==> src/rtl/serial_tx4.sv <==
// Framed parallel-to-serial transmitter: start bit, WIDTH data bits LSB first, stop bit.
// Each bit is held for BIT_CYCLES clocks. tx/busy/done are driven directly from flops.
module serial_tx4 #(
  parameter int WIDTH      = 4,
  parameter int BIT_CYCLES = 2
) (
  input  logic             clk,
  input  logic             reset,
  input  logic [WIDTH-1:0] d,
  input  logic             load,
  output logic             tx,
  output logic             busy,
  output logic             done
);

  localparam int CW = (BIT_CYCLES > 1) ? $clog2(BIT_CYCLES) : 1;
  localparam int BW = (WIDTH > 1) ? $clog2(WIDTH) : 1;
  localparam logic [CW-1:0] CC_LAST = CW'(BIT_CYCLES - 1);
  localparam logic [BW-1:0] BI_LAST = BW'(WIDTH - 1);

  localparam logic [1:0] S_IDLE  = 2'd0;
  localparam logic [1:0] S_START = 2'd1;
  localparam logic [1:0] S_DATA  = 2'd2;
  localparam logic [1:0] S_STOP  = 2'd3;

  logic [1:0]       r_state;
  logic [WIDTH-1:0] r_sr;
  logic [CW-1:0]    r_cc;
  logic [BW-1:0]    r_bi;
  logic             r_tx;
  logic             r_busy;
  logic             r_done;

  logic [1:0]       w_state;
  logic [WIDTH-1:0] w_sr;
  logic [CW-1:0]    w_cc;
  logic [BW-1:0]    w_bi;
  logic             w_tx;
  logic             w_busy;
  logic             w_done;
  logic             w_cc_last;

  assign w_cc_last = (r_cc == CC_LAST);

  always_comb begin
    w_state = r_state;
    w_sr    = r_sr;
    w_cc    = r_cc;
    w_bi    = r_bi;
    w_done  = 1'b0;
    case (r_state)
      S_IDLE: begin
        if (load) begin
          w_sr    = d;
          w_cc    = '0;
          w_state = S_START;
        end
      end
      S_START: begin
        if (w_cc_last) begin
          w_cc    = '0;
          w_bi    = '0;
          w_state = S_DATA;
        end else begin
          w_cc = r_cc + 1'b1;
        end
      end
      S_DATA: begin
        if (w_cc_last) begin
          w_sr = r_sr >> 1;
          w_cc = '0;
          if (r_bi == BI_LAST) begin
            w_state = S_STOP;
          end else begin
            w_bi = r_bi + 1'b1;
          end
        end else begin
          w_cc = r_cc + 1'b1;
        end
      end
      S_STOP: begin
        if (w_cc_last) begin
          w_cc    = '0;
          w_state = S_IDLE;
          w_done  = 1'b1;
        end else begin
          w_cc = r_cc + 1'b1;
        end
      end
      default: begin
        w_state = S_IDLE;
      end
    endcase
  end

  // Outputs are decoded from the next state so the registered line changes on the same edge as the state.
  always_comb begin
    w_tx = 1'b1;
    case (w_state)
      S_START: w_tx = 1'b0;
      S_DATA:  w_tx = w_sr[0];
      default: w_tx = 1'b1;
    endcase
    w_busy = (w_state != S_IDLE);
  end

  always_ff @(posedge clk or posedge reset) begin
    if (reset) begin
      r_state <= S_IDLE;
      r_sr    <= '0;
      r_cc    <= '0;
      r_bi    <= '0;
      r_tx    <= 1'b1;
      r_busy  <= 1'b0;
      r_done  <= 1'b0;
    end else begin
      r_state <= w_state;
      r_sr    <= w_sr;
      r_cc    <= w_cc;
      r_bi    <= w_bi;
      r_tx    <= w_tx;
      r_busy  <= w_busy;
      r_done  <= w_done;
    end
  end

  assign tx   = r_tx;
  assign busy = r_busy;
  assign done = r_done;

endmodule

==> config.mk <==
export PLATFORM = sky130hd
export DESIGN_NAME = serial_tx4
export DESIGN_NICKNAME = d
export VERILOG_FILES = /design/src/rtl/serial_tx4.sv
export SDC_FILE = /design/constraint.sdc
export NUM_CORES = 1
export LEC_CHECK = 0
export BUFFER_PORTS_ARGS = -buffer_cell sky130_fd_sc_hd__buf_4
export CORE_MARGIN = 2
export CORE_UTILIZATION = 40
export CTS_BUF_LIST = sky130_fd_sc_hd__clkbuf_4
export CTS_CLUSTER_SIZE = 14
export DETAILED_ROUTE_END_ITERATION = 7
export SYNTH_ARGS = -nofsm -noshare
export SYNTH_HDL_FRONTEND = slang
export SYNTH_SLANG_ARGS = --single-unit
==> constraint.sdc <==
create_clock -name clk -period 1.5 [get_ports clk]
set_clock_uncertainty 0.1 [all_clocks]
set_input_delay 0.3 -clock clk [delete_from_list [all_inputs] [get_ports clk]]
set_output_delay 0.3 -clock clk [all_outputs]
set_load 0.01 [all_outputs]
# Word level (Yosys, flattened, before mapping)
# Cells that the tools add are included.
# word_totals
ff_bits	12
input_bits	7
out_inout_bits	3
elab_cells	46
# op_classes
n_addsub	2
eq_ne	10
muxes	19
reduce_logical	7
# ops
operator	n
2-bit 2-to-1 mux	8
2-bit equality test (second input constant)	4
4-bit 2-to-1 mux	2
2-bit inequality test (second input constant)	4
2-bit case mux with 4 select lines	1
4-bit case mux with 2 select lines	1
2-bit nonzero test	3
2-bit by 1-bit equality test with 1-bit output (second input constant)	2
1-bit 2-to-1 mux	4
1-bit case mux with 2 select lines	2
2-bit case mux with 2 select lines	1
4-bit AND reduction	1
3-bit AND reduction	1
3-bit OR reduction	1
2-bit by 1-bit adder with 2-bit output (second input constant)	1
2-bit logical NOT	1
1-bit adder (second input constant)	1

# Depth between registers and ports, before layout
# Gate-level depths: netlist (run 1).
# logic_depth
depth_word	6
mapped_depth	5
depth_no_buf	5

# Worst setup path after synthesis (run 1)
# Ideal clock, no wire load.
# synth_timing
path_type	register to register
from	register r_bi[0]
to	register r_tx, in the netlist tx
setup_time_ns	0.084
arrival_time_ns	1.218
t_required_ns	1.316
path_slack_ns	0.098
path_stages_with_launch	6
n_path_buf	0
synth_period_minus_slack_ns	1.402
path_cell_list	dfrtp_1 -> ha_1 -> and3_4 -> o31ai_4 -> and2_1 -> a31oi_1
# synth_via
elab_chain_cells	6
elab_cells_between_ends	7
cone_classes	eq/ne: 3; mux: 4
# synth_lines
element	line	rtl
from (decl)	29	logic [BW-1:0] r_bi;
from (signal assigned)	120	r_bi <= w_bi;
2-bit equality test (*)	72	if (r_bi == BI_LAST) begin
2-bit 2-to-1 mux (*)	72	
2-bit 2-to-1 mux (*)	69	if (w_cc_last) begin
2-bit case mux with 4 select lines (*)	51	case (r_state)
2-bit equality test or 2-bit by 1-bit equality test with 1-bit output (tied branches)	99	case (w_state)
1-bit case mux with 2 select lines (*)	99	
net w_tx	38	logic w_tx;
to (signal assigned)	121	r_tx <= w_tx;
to (decl)	30	logic r_tx;
# Mark *: on every way through the listed nets, which the timed path passes. The rest lies on a longest branch.
# A chain may end at the register's enable or synchronous reset.

# Worst setup path in the final report (run 1)
# layout_timing
from	register r_bi[1]
to	register r_tx, in the netlist tx
# The elaborated chain is that of the path after synthesis.

==> flow_metrics.tcl, run 1 <==
set metrics [dict create \
    tightest_slew_ns 0.455 \
    antenna_found_initial 0 \
    postLayoutCellArea_um2 731 \
    drv_cap 0 \
    num_vias 431 \
    switching_share_pct 37.8 \
    die_w_um 42.5 \
    multi_input_comb_area_um2 265 \
    finalWeightedCongestion 0.671 \
    whs_ns 0.160 \
    crit_buf_inv 0 \
    syn_inst 56 \
    grt_util_all_layers_pct 12.7 \
    grt-ovfl-total 0 \
    crit_family "flip-flops" \
    final_layout_size_suffix_gt1_share_pct 37.5 \
    grt_max_degree 13 \
    power.switching_uw 574 \
    fin_nets 81 \
    cp-start-kind "register" \
    area_growth_pct 22.9 \
    vias_per_cell 4.95 \
    io_buffers 9 \
    cts.sinks 12 \
    fillers 127 \
    setup_viol 0 \
    ys_ff_latch 12 \
    max_slew_margin_pct 69.7 \
    wire_per_inst_um 11.3 \
    std_cell_rows 13 \
    power.density_nw_per_um2 2080 \
    clockRootBuffer "clkbuf_4" \
    grt_pass1_vias 409 \
    clkSlewWorstSetupHoldPaths_ns 0.07 \
    core_um2 1350 \
    start_util_pct 44.0 \
    clk_latency_ns 0.27 \
    ctsHtreeMaxLevel 1 \
    crit_required_ns 1.60 \
    yosysSeqAreaShare_pct 50.7 \
    rrSetupSlack_ns 0.09 \
    regArea_um2 302 \
    path_depth 5 \
    cts_tree "built" \
    status "completed" \
    routed_wl_um 982 \
    internal_power_uw 946 \
    whs_path_depth 3 \
    hold_class "input pin to register" \
    final-hold-violation-count 0 \
    antennaDiodeCount 0 \
    synth_top_area_share_pct 46.3 \
    ctsLongestPathBuffers 2 \
    cts_made_buffers 3 \
    slowest_stage "dfrtp_1" \
    critical_path_peak_fanout 4 \
    dpl-instance-area_um2 692 \
    power_frac_comb_pct 46.0 \
    endpoint_kind "register" \
    finalCritPeriodShare_pct 94.2 \
    hpwl_um 716 \
    dieHeight_um 42.5 \
    rsz0062_at_grt "no" \
    yosysWarnings 0 \
    grt_pass1_wl_mm 1.70 \
    postRouteAntennaNets 0 \
    clock_power_share_pct 13.3 \
    max_clock_freq_ghz 0.707 \
    totalPowerFinal_mw 1.52 \
    drtPass1Iterations 3 \
    irDropWorstVdd_mv 0.847 \
    synth_top_cell_by_area "dfrtp_1" \
    post-route-drc-count 0 \
    die_area_um2 1810 \
    syn_area_um2 594 \
    syn_nets 64 \
    post_cts_buffers 0 \
    worstSetupPathType "register to register" \
    cp_data_arrival_time_ns 1.51 \
    netlist_top_cells_area "dfrtp_1 46%, nand2_1 6.3%, dfstp_2 4.4%" \
    path_cells "ha_2, and3_4, o31ai_4, and2_1, a31oi_1" \
    ys_types 28 \
    p_leak_nw 0.357 \
    reg2reg_depth 5 \
    setup-tns-final_ns 0 \
    cpPeakStageDelay_ns 0.40 \
    min_period_ns 1.41 \
    num_io_pins 10 \
    drtIter0Drc 3 \
    place_ws_ns 0.0559 \
    avgSynthCellArea_um2 10.6 \
    seq_power_share_pct 40.7 \
    fin_ws_ns 0.0864 \
    drv_slew 0 \
]
## sequential cells by signal (all words and copies together), names as in the netlist
signal   cells
busy         1
done         1
r_bi         2
r_cc         1
r_sr         4
r_state      2
tx           1
## per-layer routing
layer  wire (um)  vias to the layer above  global-route usage, %  part of all wire, %
li1            -                      225                      -                    -
met2         471                        7                   19.1                   48
met1         474                      197                   15.9                   48
met5           0                        -                      0                    0
met4           4                        0                   9.38                 0.41
met3          32                        2                   2.59                  3.3
## cell usage after synthesis
cell      count
nor2_1        3
and3_4        1
nand3b_1      1
o31ai_4       1
a22o_1        1
buf_4         1
inv_1         3
dfrtp_1      11
ha_1          1
xnor2_2       1
buf_6         1
nand2_1      10
a22oi_1       3
nor3_1        1
nor2_2        1
a32oi_1       1
a31oi_1       1
and3_2        1
a21oi_1       1
or2_2         1
nand2_2       1
and2b_1       1
o21ai_0       4
nor3b_2       1
and3b_2       1
and2_1        1
dfstp_2       1
nand2b_1      1
## path summary, 6_finish.rpt
check,start,end
min in group asynchronous,reset,r_bi[1]
worst min-delay path,d[1],r_sr[1]
max in group asynchronous,reset,tx
worst min register to register,r_sr[0],r_sr[0]
worst max register to register,r_bi[1],tx
worst max-delay path,r_bi[1],tx
## layout make-up
class / count / share of cell area (%)
well taps: 15 / 2.57
multi-input cells: 39 / 36.3
repair buffers: 14 / 14.7
clock inverters: 1 / 0.514
flip-flops and latches: 12 / 41.3
inverters: 3 / 1.54
clock buffers: 3 / 3.08
## per-stage QoR
step,util [%],cells
global placement,51.3,82
floorplan,-,56
finish,54.1,87
CTS,53.9,87
detailed placement,51.3,82
global route,54.1,87
## logic make-up (layout without fill, tap and decap cells)
| group | after synthesis | count (layout) | synth area share [%] |
|---|---|---|---|
| and+or+nand+nor | 25 | 25 | 23.8 |
| AOI/OAI and AO/OA | 12 | 12 | 15.6 |
| DFF | 12 | 12 | 50.7 |
| buffers and inverters | 5 | 21 | 5.05 |
| adders and majority gates | 1 | 1 | 2.10 |
| xor gates and xnor gates | 1 | 1 | 2.74 |
## timing repair
| item | CTS | global route |
|---|---|---|
| hold buffers | 1 | 0 |
| setup endpoints to repair | 0 | 1 |
| resized for setup | 0 | 1 |
| hold endpoints to repair | 11 | 0 |
## cells in the final DEF (no fill, tap or decap)
cell           synthesis  final
and2_1                 1      1
dfrtp_1               11     11
nand2_2                1      1
and2b_1                1      1
buf_4                  1     13
and3_2                 1      1
a21oi_1                1      1
clkbuf_4               0      3
nor3_1                 1      1
o31ai_4                1      1
nand2_1               10     10
or2_2                  1      1
inv_1                  3      3
nand3b_1               1      1
ha_2                   0      1
a31oi_1                1      1
and3b_2                1      1
o21ai_0                4      4
nor3b_2                1      1
nand2b_1               1      1
a22oi_1                3      3
dfstp_2                1      1
and3_4                 1      1
xnor2_2                1      1
a32oi_1                1      1
dlygate4sd3_1          0      1
nor2_2                 1      1
clkinv_1               0      1
a22o_1                 1      1
nor2_1                 3      3
## power groups by stage
stage	clock network [mW]	registers (mW)	logic, mW
after floorplan	0	0.585	0.557
after global placement	0	0.623	0.699
after detailed placement	0	0.625	0.700
after CTS	0.216	0.619	0.706
after global routing	0.227	0.647	0.799
final	0.202	0.618	0.699
## worst register-to-register path: stages (launching register included)
cell	delay, ns
dfrtp_1	0.40
ha_2	0.21
and3_4	0.19
o31ai_4	0.21
and2_1	0.16
a31oi_1	0.08
Note: power is estimated with default switching activity, not from simulation.
==> run 2: changes to the inputs <==
==> constraint.sdc (replaced) <==
create_clock -name clk -period 1.6 [get_ports clk]
set_clock_uncertainty 0.1 [all_clocks]
set_input_delay 0.32 -clock clk [delete_from_list [all_inputs] [get_ports clk]]
set_output_delay 0.32 -clock clk [all_outputs]
set_load 0.01 [all_outputs]
==> run 2 against run 1 <==
  * Via count shrank 1.9%
  * Power is 6.9% lower
  * Sequential power shrank 4.5%
  * Flip-flop and latch count unchanged
  * First-iteration DRC count is 67% higher
  * Die area unchanged
  * Largest power group unchanged
==> flow_metrics.tcl, run 2 (same netlist as run 1, synthesis figures left out) <==
set metrics [dict create \
    status "completed" \
    endpoint_kind "register" \
    vias_per_cell 4.98 \
    clockRootBuffer "clkbuf_4" \
    power.switching_uw 530 \
    power.density_nw_per_um2 1970 \
    critical_path_peak_fanout 4 \
    cp_data_arrival_time_ns 1.58 \
    internal_power_uw 885 \
    cts.sinks 12 \
    max_clock_freq_ghz 0.669 \
    antennaDiodeCount 0 \
    irDropWorstVdd_mv 0.801 \
    multi_input_comb_area_um2 263 \
    regMostFlops "r_sr" \
    die_area_um2 1810 \
    regArea_um2 302 \
    tightest_slew_ns 0.466 \
    io_buffers 9 \
    clock_power_share_pct 14.8 \
    cp-start-kind "register" \
    crit_required_ns 1.69 \
    hpwl_um 715 \
    grt_max_degree 13 \
    p_leak_nw 0.351 \
    cts_tree "built" \
    setup-tns-final_ns 0 \
    start_util_pct 44.0 \
    final-hold-violation-count 0 \
    min_period_ns 1.49 \
    num_io_pins 10 \
    post-route-drc-count 0 \
    finalWeightedCongestion 0.734 \
    rsz0062_at_grt "no" \
    switching_share_pct 37.4 \
    grt-ovfl-total 0 \
    drv_cap 0 \
    hold_class "input pin to register" \
    worstSetupPathType "register to register" \
    num_vias 423 \
    drtIter0Drc 5 \
    final_cell_mix "11 x dfrtp_1, 11 x buf_4, 10 x nand2_1" \
    power_frac_comb_pct 43.5 \
    core_um2 1350 \
    clkSlewWorstSetupHoldPaths_ns 0.08 \
    max_slew_margin_pct 68.9 \
    grt_pass1_wl_mm 1.74 \
    seq_power_share_pct 41.7 \
    std_cell_rows 13 \
    ctsResizeCount 0 \
    ctsHtreeMaxLevel 1 \
    routed_wl_um 972 \
    clk_latency_ns 0.27 \
    grt_util_all_layers_pct 13.0 \
    final_layout_size_suffix_gt1_share_pct 35.7 \
    fin_nets 79 \
    cts_made_buffers 3 \
    grt_pass1_vias 410 \
    dieHeight_um 42.5 \
    reg_top3 "r_sr (4), r_bi (2), r_state (2)" \
    die_w_um 42.5 \
    finalCritPeriodShare_pct 93.4 \
    largest_reg_flops 4 \
    postRouteAntennaNets 0 \
    ctsLongestPathBuffers 2 \
    final_util_pct 53.1 \
    setup_viol 0 \
    drtPass1Iterations 3 \
    wire_per_inst_um 11.4 \
    antenna_found_initial 0 \
    drv_slew 0 \
    fillers 131 \
    area_growth_pct 20.6 \
]
[run 2: power by group through the flow]
stage                     Combinational, mW  Clock (mW)  Sequential (mW)
after floorplan                       0.522           0            0.548
after global routing                  0.697       0.231            0.612
after global placement                0.620           0            0.595
final                                 0.615       0.210            0.590
after detailed placement              0.619           0            0.598
after CTS                             0.623       0.223            0.593
[run 2: final timing paths]
kind / slack (ns) / start / to / cells after the start
setup / recovery: 0.11 / r_bi[0] / tx / 5
hold / removal: 0.17 / d[3] / r_sr[3] / 2
setup reg to reg: 0.11 / r_bi[0] / tx / 5
hold reg to reg: 0.38 / r_sr[0] / r_sr[0] / 2
max in group asynchronous: 0.53 / reset / tx / 3
min in group asynchronous: 0.51 / reset / r_bi[1] / 3
[run 2: cell type report]
cell class	count	share of cell area, %
flip-flops and latches	12	42.1
clock buffers	4	4.19
inverters	3	1.57
repair buffers	12	12.9
well taps	15	2.62
multi-input cells	39	36.6
[run 2: worst max-delay path, cell delays in order (launching register included)]
cell     delay (ns)
dfrtp_1        0.42
ha_1           0.25
and3_4         0.20
o31ai_4        0.21
and2_1         0.16
a31oi_1        0.08
[run 2: metal layers]
metal | part of all wire [%] | wire [um] | track usage [%] | vias to the layer above
met5 | 0 | 0 | 0 | -
met4 | 1.4 | 14 | 9.38 | 0
met3 | 3.8 | 37 | 2.59 | 2
met2 | 43 | 421 | 19.4 | 7
met1 | 51 | 498 | 16.7 | 193
li1 | - | - | - | 221
[run 2: metrics by stage]
stage | cell area (um^2) | instances | hold WS, ns | power, mW | setup slack (ns)
2_1_floorplan | 594 | 56 | 0.0840 | 1.07 | 0.198
3_3_place_gp | 677 | 80 | 0.264 | 1.22 | 0.155
3_5_place_dp | 677 | 80 | 0.271 | 1.22 | 0.124
4_1_cts | 717 | 85 | 0.156 | 1.44 | 0.0975
5_1_grt | 717 | 85 | 0.178 | 1.54 | 0.0274
6_report | 717 | 85 | 0.167 | 1.41 | 0.105
[run 2: timing repair]
| item | in CTS | in global routing |
|---|---|---|
| hold endpoints to repair | 11 | 0 |
| buffers inserted | 0 | 0 |
| hold buffers | 1 | 0 |
==> run 3: changes to the inputs <==
--- a/config.mk
+++ b/config.mk
@@ -6,11 +6,11 @@
 export NUM_CORES = 1
 export LEC_CHECK = 0
 export BUFFER_PORTS_ARGS = -buffer_cell sky130_fd_sc_hd__buf_4
-export CORE_MARGIN = 2
 export CORE_UTILIZATION = 40
 export CTS_BUF_LIST = sky130_fd_sc_hd__clkbuf_4
 export CTS_CLUSTER_SIZE = 14
 export DETAILED_ROUTE_END_ITERATION = 7
+export GPL_TIMING_DRIVEN = 0
 export SYNTH_ARGS = -nofsm -noshare
 export SYNTH_HDL_FRONTEND = slang
 export SYNTH_SLANG_ARGS = --single-unit
==> run 3 against run 2 <==
  * Global-route usage increased by 3.1 points
  * Clock-buffer cell count unchanged
  * Die area decreased by 9.2%
  * Via count increased by 2.8%
  * Clock power about the same
  * Non-clock buffer count increased by 2
  * Wire length increased by 7.0%
  * Worst setup slack got worse by 0.033 ns
  * Utilization increased by 3.2 points
  * Sequential power decreased by 6.6%
  * First-iteration DRC count increased by 20%
  * Register-to-register slack got worse by 0.03 ns
==> flow_metrics.tcl, run 3 (same netlist as run 1, synthesis figures left out) <==
set metrics [dict create \
    clk_latency_ns 0.27 \
    die_area_um2 1640 \
    endpoint_kind "register" \
    p_leak_nw 0.364 \
    cts_tree "built" \
    switching_share_pct 37.5 \
    finalWeightedCongestion 0.670 \
    start_util_pct 44.6 \
    fillers 117 \
    crit_required_ns 1.70 \
    setup-tns-final_ns 0 \
    antenna_found_initial 0 \
    wire_per_inst_um 12.0 \
    cts.sinks 12 \
    layout_commonest_cell "buf_4" \
    num_vias 435 \
    grt_max_degree 13 \
    status "completed" \
    final_util_pct 56.3 \
    dieHeight_um 40.5 \
    drtPass1Iterations 3 \
    num_io_pins 10 \
    tightest_slew_ns 0.457 \
    core_um2 1330 \
    hold_class "input pin to register" \
    regMostFlops "r_sr" \
    clockRootBuffer "clkbuf_4" \
    worstSetupPathType "register to register" \
    power_frac_comb_pct 49.2 \
    vias_per_cell 5.00 \
    irDropWorstVdd_mv 0.831 \
    std_cell_rows 13 \
    power.density_nw_per_um2 2000 \
    cp_data_arrival_time_ns 1.62 \
    max_slew_margin_pct 69.5 \
    critical_path_peak_fanout 4 \
    fin_nets 81 \
    seq_power_share_pct 36.7 \
    cp-start-kind "register" \
    max_clock_freq_ghz 0.655 \
    post-route-drc-count 0 \
    min_period_ns 1.53 \
    ctsLongestPathBuffers 2 \
    io_buffers 9 \
    postRouteAntennaNets 0 \
    grt_pass1_vias 376 \
    final_layout_size_suffix_gt1_share_pct 40.3 \
    multi_input_comb_area_um2 278 \
    final_cell_mix "12 x buf_4, 11 x dfrtp_1, 10 x nand2_1" \
    die_w_um 40.5 \
    drv_cap 0 \
    drv_slew 0 \
    cts_made_buffers 3 \
    grt-ovfl-total 0 \
    regArea_um2 302 \
    reg_top3 "r_sr (4), r_bi (2), r_state (2)" \
    finalCritPeriodShare_pct 95.5 \
    setup_viol 0 \
    clock_power_share_pct 14.1 \
    hpwl_um 728 \
    area_growth_pct 26.3 \
    power.switching_uw 563 \
    rsz0062_at_grt "yes" \
    clkSlewWorstSetupHoldPaths_ns 0.08 \
    largest_reg_flops 4 \
    grt_pass1_wl_mm 1.66 \
    drtIter0Drc 6 \
    antennaDiodeCount 0 \
    internal_power_uw 939 \
    ctsHtreeMaxLevel 1 \
    final-hold-violation-count 0 \
    grt_util_all_layers_pct 16.2 \
    routed_wl_mm 1.04 \
]
## run 3: power groups by stage
stage / Combinational [mW] / Sequential [mW] / Clock (mW)
finish: 0.738 / 0.551 / 0.212
global route: 0.850 / 0.571 / 0.237
CTS: 0.690 / 0.549 / 0.221
detailed placement: 0.688 / 0.554 / 0
global placement: 0.667 / 0.550 / 0
floorplan: 0.522 / 0.548 / 0
## run 3: cell type report
cell class | count | area share [%]
inverters | 3 | 1.50
repair buffers | 12 | 12.3
plain buffers | 2 | 2.50
flip-flops and latches | 12 | 40.2
well taps | 15 | 2.50
clock buffers | 4 | 4.00
multi-input cells | 39 | 37.0
## run 3: path summary, 6_finish.rpt
kind,start,cells after the start,slack (ns),endpoint
worst min-delay path,d[3],2,0.17,r_sr[3]
worst max register to register,r_bi[1],5,0.07,tx
worst max-delay path,r_bi[1],5,0.07,tx
min in group asynchronous,reset,3,0.51,r_bi[1]
worst min register to register,r_sr[0],2,0.37,r_sr[0]
max in group asynchronous,reset,3,0.55,tx
## run 3: through the flow
step                      total power [mW]  hold slack (ns)  cells  setup slack, ns  area [um^2]
after floorplan                       1.07           0.0840     56            0.198          594
after global placement                1.22            0.259     80            0.124          681
after detailed placement              1.24            0.267     80            0.109          681
after CTS                             1.46            0.161     85           0.0857          721
final                                 1.50            0.165     87           0.0722          751
after global routing                  1.66            0.171     87          -0.0158          751
## run 3: worst max-delay path: stages (launching register included)
cell,delay [ns]
dfrtp_1,0.43
ha_4,0.19
and3_4,0.18
o31ai_4,0.30
and2_4,0.19
a31oi_1,0.06
## run 3: what timing repair did
item                       CTS  global route
gates resized for setup      0             3
hold endpoints to repair    11             0
setup endpoints to repair    0             1
setup buffers                0             2
hold buffers                 1             0
## run 3: metal layers
layer  routed length, um  share of wire [%]  track usage (%)  vias to the layer above
met2                 451                 43             22.2                       10
li1                    -                  -                -                      225
met1                 512                 49             21.6                      196
met5                   0                  0                0                        -
met3                  45                4.3             5.00                        4
met4                  31                3.0             10.0                        0
